## src/rtl/bg_scroll_ctrl.sv

```systemverilog
// Per-frame background scheduler: one shared add/subtract/wrap datapath updates horizon and three clouds, then commits all four at once.
// Tick to new outputs is 6 cycles; frame_tick while busy is dropped and flags overrun.
module bg_scroll_ctrl #(
    parameter logic [9:0] CLOUD1_X0 = 10'd10,
    parameter logic [9:0] CLOUD2_X0 = 10'd100,
    parameter logic [9:0] CLOUD3_X0 = 10'd500,
    parameter logic [9:0] WRAP_X    = 10'd640,
    parameter logic [9:0] SCREEN_W  = 10'd640,
    parameter int         CLOUD_DIV = 2
) (
    input  logic       clk,
    input  logic       rst,
    input  logic       frame_tick,
    input  logic       run,
    input  logic [3:0] speed,
    input  logic       restart,
    output logic [9:0] cloud1_x,
    output logic [9:0] cloud2_x,
    output logic [9:0] cloud3_x,
    output logic [9:0] horizon_off,
    output logic       busy,
    output logic       done,
    output logic       overrun
);

    typedef enum logic [2:0] {IDLE, CALC_H, CALC_C1, CALC_C2, CALC_C3, COMMIT} state_t;

    localparam logic [3:0] DIV_LAST = 4'(CLOUD_DIV - 1);

    state_t      r_state, w_next;
    logic        w_accept, w_commit, w_calc_h;
    logic [3:0]  w_step;
    logic [3:0]  r_step, r_cstep, r_div;
    logic        r_pend, r_ovr, r_done;
    logic [9:0]  r_c1, r_c2, r_c3, r_hor;
    logic [9:0]  r_sh_c1, r_sh_c2, r_sh_c3, r_sh_h;
    logic [10:0] w_opa, w_sub, w_res11;
    logic [9:0]  w_res;

    always_ff @(posedge clk) begin
        if (rst) r_state <= IDLE;
        else     r_state <= w_next;
    end

    always_comb begin
        w_next = r_state;
        case (r_state)
            IDLE:    if (frame_tick) w_next = CALC_H;
            CALC_H:  w_next = CALC_C1;
            CALC_C1: w_next = CALC_C2;
            CALC_C2: w_next = CALC_C3;
            CALC_C3: w_next = COMMIT;
            COMMIT:  w_next = IDLE;
            default: w_next = IDLE;
        endcase
    end

    always_comb begin
        busy     = (r_state != IDLE);
        w_accept = frame_tick && (r_state == IDLE);
        w_commit = (r_state == COMMIT);
        w_calc_h = (r_state == CALC_H);
    end

    assign w_step = run ? speed : 4'd0;

    // Horizon adds step and wraps by SCREEN_W; clouds subtract cloud_step and wrap by WRAP_X.
    always_comb begin
        w_opa = 11'd0;
        case (r_state)
            CALC_H:  w_opa = {1'b0, r_hor} + {7'd0, r_step};
            CALC_C1: w_opa = {1'b0, r_c1};
            CALC_C2: w_opa = {1'b0, r_c2};
            CALC_C3: w_opa = {1'b0, r_c3};
            default: w_opa = 11'd0;
        endcase
        w_sub = w_calc_h ? {1'b0, SCREEN_W} : {7'd0, r_cstep};
        if (w_opa >= w_sub)
            w_res11 = w_opa - w_sub;
        else if (w_calc_h)
            w_res11 = w_opa;
        else
            w_res11 = w_opa + {1'b0, WRAP_X} - w_sub;
        w_res = w_res11[9:0];
    end

    always_ff @(posedge clk) begin
        if (rst) begin
            r_step  <= 4'd0;
            r_cstep <= 4'd0;
            r_div   <= 4'd0;
            r_pend  <= 1'b0;
            r_ovr   <= 1'b0;
            r_done  <= 1'b0;
            r_sh_h  <= 10'd0;
            r_sh_c1 <= 10'd0;
            r_sh_c2 <= 10'd0;
            r_sh_c3 <= 10'd0;
            r_hor   <= 10'd0;
            r_c1    <= CLOUD1_X0;
            r_c2    <= CLOUD2_X0;
            r_c3    <= CLOUD3_X0;
        end else begin
            r_done <= w_commit;
            if (w_accept) begin
                r_step  <= w_step;
                r_cstep <= (r_div == DIV_LAST) ? w_step : 4'd0;
                r_div   <= (r_div == DIV_LAST) ? 4'd0 : r_div + 4'd1;
            end
            case (r_state)
                CALC_H:  r_sh_h  <= w_res;
                CALC_C1: r_sh_c1 <= w_res;
                CALC_C2: r_sh_c2 <= w_res;
                CALC_C3: r_sh_c3 <= w_res;
                default: ;
            endcase
            if (frame_tick && busy) r_ovr <= 1'b1;
            if (restart)            r_pend <= 1'b1;
            // A restart arriving in the COMMIT cycle itself still applies here.
            if (w_commit) begin
                if (r_pend || restart) begin
                    r_hor  <= 10'd0;
                    r_c1   <= CLOUD1_X0;
                    r_c2   <= CLOUD2_X0;
                    r_c3   <= CLOUD3_X0;
                    r_div  <= 4'd0;
                    r_ovr  <= 1'b0;
                    r_pend <= 1'b0;
                end else begin
                    r_hor <= r_sh_h;
                    r_c1  <= r_sh_c1;
                    r_c2  <= r_sh_c2;
                    r_c3  <= r_sh_c3;
                end
            end
        end
    end

    assign cloud1_x    = r_c1;
    assign cloud2_x    = r_c2;
    assign cloud3_x    = r_c3;
    assign horizon_off = r_hor;
    assign done        = r_done;
    assign overrun     = r_ovr;

endmodule
```

## config.mk

```make
export PLATFORM = sky130hd
export DESIGN_NAME = bg_scroll_ctrl
export DESIGN_NICKNAME = d
export VERILOG_FILES = /design/src/rtl/bg_scroll_ctrl.sv
export SDC_FILE = /design/constraint.sdc
export NUM_CORES = 1
export LEC_CHECK = 0
export CAP_MARGIN = 30
export CORE_MARGIN = 5
export CORE_UTILIZATION = 53
export CTS_BUF_LIST = sky130_fd_sc_hd__clkbuf_8
export CTS_CLUSTER_SIZE = 12
export DETAILED_ROUTE_END_ITERATION = 6
export GPL_ROUTABILITY_DRIVEN = 0
export GPL_TIMING_DRIVEN = 0
export PLACE_DENSITY_LB_ADDON = 0.3
export SETUP_SLACK_MARGIN = 0.3
export SLEW_MARGIN = 30
export SYNTH_ARGS = -nofsm -noshare
export SYNTH_HDL_FRONTEND = slang
export SYNTH_SLANG_ARGS = --single-unit
```

## constraint.sdc

```tcl
create_clock -name clk -period 3.9 [get_ports clk]
set_input_delay 0.78 -clock clk [delete_from_list [all_inputs] [get_ports clk]]
set_output_delay 0.78 -clock clk [all_outputs]
set_load 0.05 [all_outputs]
```

==> flow_metrics.env <==
export IMPL_ff2ff_path_depth=17
export IMPL_p_clk_frac=0.222
export IMPL_synth_cell_types=63
export IMPL_drive_gt1_frac=0.272
export IMPL_clk_path_buf_depth=2
export IMPL_postPlaceCellArea_sq_um=5570
export IMPL_syn_avg_cell_area_sq_um=8.99
export IMPL_pin_count=52
export IMPL_fin_ws_ns=-0.189
export IMPL_cts_sinks=98
export IMPL_finalNetCount=678
export IMPL_finalSetupViolCount=21
export IMPL_path_max_fanout=3
export IMPL_max_freq_mhz=245
export IMPL_p_leak_nw=2.59
export IMPL_hold_ws_ns=0.468
export IMPL_violations="design-rule violations, negative setup slack"
export IMPL_worstHoldPathCells=1
export IMPL_dp_cells=694
export IMPL_cts_tree="built"
export IMPL_synth_warnings=0
export IMPL_slew_headroom=0.468
export IMPL_finalHoldViolCount=0
export IMPL_clk_latency_ns=0.37
export IMPL_hold_path_startpoint="r_sh_c2[4]"
export IMPL_hp_class="flop to flop"
export IMPL_root_buffer="clkbuf_8"
export IMPL_p_int_w=0.00194
export IMPL_r2r_setup_slack_ns=-0.19
export IMPL_antenna_left=0
export IMPL_post_place_ws_ns=-0.841
export IMPL_synth_area_sq_um=4830
export IMPL_post_dp_hpwl_mm=10.4
export IMPL_dieArea_sq_um=11100
export IMPL_h_tree_depth=3
export IMPL_switching_share=0.358
export IMPL_worstSetupEndpointType="flop"
export IMPL_ir_worst_vdd_mv=0.346
export IMPL_die_h_um=105
export IMPL_async_reset_ff_frac=0
export IMPL_path_clk_slew_ns=0.10
export IMPL_first_iter_violations=596
export IMPL_track_usage=0.272
export IMPL_fin_crit_sh=1.05
export IMPL_yosysSeqAreaShare=0.406
export IMPL_fin_cells=754
export IMPL_final_max_slew_violation_count=0
export IMPL_grt_pass1_vias=4484
export IMPL_hold_buffers=0
export IMPL_seqPwrFrac=0.356
export IMPL_min_to="cloud2_x[4]"
export IMPL_via_count=4922
export IMPL_r2r_start="r_step[1]"
export IMPL_rsz0062_at_grt="yes"
export IMPL_syn_inst=537
export IMPL_startpoint_type="flop"
export IMPL_dieWidth_um=105
export IMPL_critPathArrivalTime_ns=4.38
export IMPL_outcome="complete, but fails checks"
export IMPL_viasPerCell=6.53
export IMPL_antenna_found_initial=0
export IMPL_fin_skew_ns=0.00892
export IMPL_cts_buffers_inserted=9
export IMPL_final_area_sq_um=6650
export IMPL_synth_main_ff_cell="dfxtp_1"
export IMPL_num_fill_cells=550
export IMPL_ys_ff_latch=98
export IMPL_diodes=0
export IMPL_drc=2
export IMPL_io_buffers=49
export IMPL_synth_enable_flop_cells=0
export IMPL_reg2reg_to="r_sh_c3[8]"
export IMPL_syn_to_final_growth_pct=37.6
export IMPL_worst_pin_slew_ns=0.799
export IMPL_grt_first_pass_wirelength_mm=24.1
export IMPL_wl_per_cell_um=22.1
export IMPL_floorplan_rows=34
export IMPL_core_sq_um=8810
export IMPL_post_route_min_period_ns=4.09
export IMPL_powerDensity_nw_per_um2=455
export IMPL_crit_type="flop to flop"
export IMPL_grt_overflow=0
export IMPL_drtPass1Iterations=7
export IMPL_wl_mm=16.7
export IMPL_cap_violations=0
export IMPL_required_ns=4.19
export IMPL_grt_max_degree=17
export IMPL_synth_nets=574
export IMPL_initial_utilization=0.548
export IMPL_pwr_share_comb=0.421
export IMPL_power_switching_w=0.00108
worst max path at each step:
stage	start	to	slack (ns)
6_report	r_step[1]	r_sh_c3[8]	-0.19
5_1_grt	r_state[1]	r_sh_c1[9]	-0.27
4_1_cts	horizon_off[0]	r_sh_c1[9]	-0.05
3_5_place_dp	r_state[1]	r_sh_c1[9]	-0.84
3_3_place_gp	r_state[1]	r_sh_c1[9]	-0.72
2_1_floorplan	horizon_off[0]	r_sh_c3[9]	0.1
cell type report:
class / count / area [sq um] / area share
multi-input cells: 384 / 3170 / 0.477
flip-flops and latches: 98 / 1980 / 0.299
repair buffers: 93 / 863 / 0.130
plain buffers: 35 / 208 / 0.0313
clock buffers: 10 / 138 / 0.0207
well taps: 108 / 135 / 0.0203
inverters: 20 / 78.8 / 0.0119
clock inverters: 6 / 65.1 / 0.00979
per-layer routing:
metal  GRT usage  up-vias  wire [um]
li1            -     2154          -
met1       0.361     2367       6640
met2       0.445      325       7760
met3      0.0428       76       1520
met4       0.104        0        760
met5           0        -          0
flip-flops by register name, indices dropped and copies added (netlist names):
| signal | flops |
|---|---|
| overrun | 1 |
| r_state | 3 |
| cloud3_x | 10 |
| r_pend | 1 |
| r_sh_h | 10 |
| r_sh_c2 | 10 |
| r_sh_c3 | 10 |
| r_step | 4 |
| r_div | 4 |
| cloud2_x | 10 |
| r_cstep | 4 |
| done | 1 |
| cloud1_x | 10 |
| r_sh_c1 | 10 |
| horizon_off | 10 |
stage by stage:
step / setup TNS [ns] / total power (W) / utilization
final: -1.71 / 0.00302 / 0.755
after global routing: -2.26 / 0.00312 / 0.755
after CTS: -0.0682 / 0.00278 / 0.716
after detailed placement: -13.03 / 0.00186 / 0.633
after global placement: -10.56 / 0.00184 / 0.633
after floorplan: 0 / 0.00166 / -
layout by cell type (no fill, tap or decap), types with 4 or more instances in the layout:
cell,netlist,final
a211oi_1,24,12
a211oi_2,0,11
a21oi_1,35,24
a21oi_2,1,11
a22o_1,31,30
a22oi_1,7,7
a41o_1,6,5
and2_1,4,4
buf_4,0,40
buf_6,1,7
clkbuf_1,30,19
clkbuf_2,1,4
clkbuf_4,0,4
clkbuf_8,0,12
clkdlybuf4s50_1,0,49
dfxtp_1,98,90
dfxtp_4,0,5
fa_2,0,4
ha_1,22,12
ha_4,0,8
inv_1,20,14
inv_2,0,5
nand2_1,50,48
nand3_1,18,17
nand4_1,7,7
nor2_1,48,48
nor2b_4,0,4
nor3_1,8,6
nor3b_1,6,4
o21ai_0,22,19
o21ai_2,1,5
xnor2_1,14,11
xor2_1,6,6
worst max-delay path: stages (launching register included):
cell	delay [ns]
dfxtp_4	0.37
ha_4	0.24
a211o_1	0.31
a21oi_2	0.22
buf_4	0.16
nand2b_4	0.12
xnor2_2	0.09
a221o_1	0.36
inv_2	0.12
ha_4	0.15
nand4_1	0.11
nor2_1	0.18
and3_1	0.25
o2111ai_2	0.22
nor3b_4	0.24
a211o_1	0.33
mux2_4	0.33
a211oi_2	0.21
power by group through the flow:
stage / combinational [W] / sequential [W] / clock (W)
after floorplan: 0.000565 / 0.00110 / 0
after global placement: 0.000751 / 0.00109 / 0
after detailed placement: 0.000767 / 0.00110 / 0
after CTS: 0.00105 / 0.00107 / 0.000663
after global routing: 0.00132 / 0.00108 / 0.000719
final: 0.00127 / 0.00108 / 0.000672
cells in the mapped netlist, drive strengths merged (2+ instances only):
master,n,share of area
a2111oi,2,0.0036
a211o,3,0.0054
a211oi,24,0.037
a21o,3,0.0047
a21oi,36,0.038
a221oi,5,0.0091
a22o,31,0.056
a22oi,7,0.011
a2bb2oi,2,0.0036
a41o,6,0.012
and2,6,0.0078
and3,2,0.0026
buf,4,0.0052
clkbuf,31,0.024
dfxtp,98,0.41
fa,6,0.025
ha,22,0.057
inv,20,0.016
mux2,3,0.0086
mux2i,6,0.012
nand2,51,0.040
nand2b,3,0.0039
nand3,18,0.019
nand4,7,0.0091
nor2,48,0.037
nor2b,6,0.0078
nor3,8,0.0083
nor3b,6,0.0093
o2111ai,2,0.0036
o211a,2,0.0041
o21a,3,0.0047
o21ai,26,0.028
o21bai,2,0.0031
xnor2,14,0.025
xor2,6,0.011
repair_timing:
item,CTS,global route
setup buffers,26,17
gates resized for setup,82,45
cloned,1,0
endpoints found under the setup margin,34,34
pin swaps,48,41
cell families after synthesis:
family                   count (synthesis)  share of synthesized area
AO/OA/AOI/OAI                          164                      0.246
adder cells (fa/ha/maj)                 28                     0.0819
flip-flops                              98                      0.406
AND/OR/NAND/NOR                        162                      0.158
XOR/XNOR                                21                     0.0409
multiplexers                             9                     0.0210
buffers and inverters                   55                     0.0451
(Power assumes the default switching activity.)
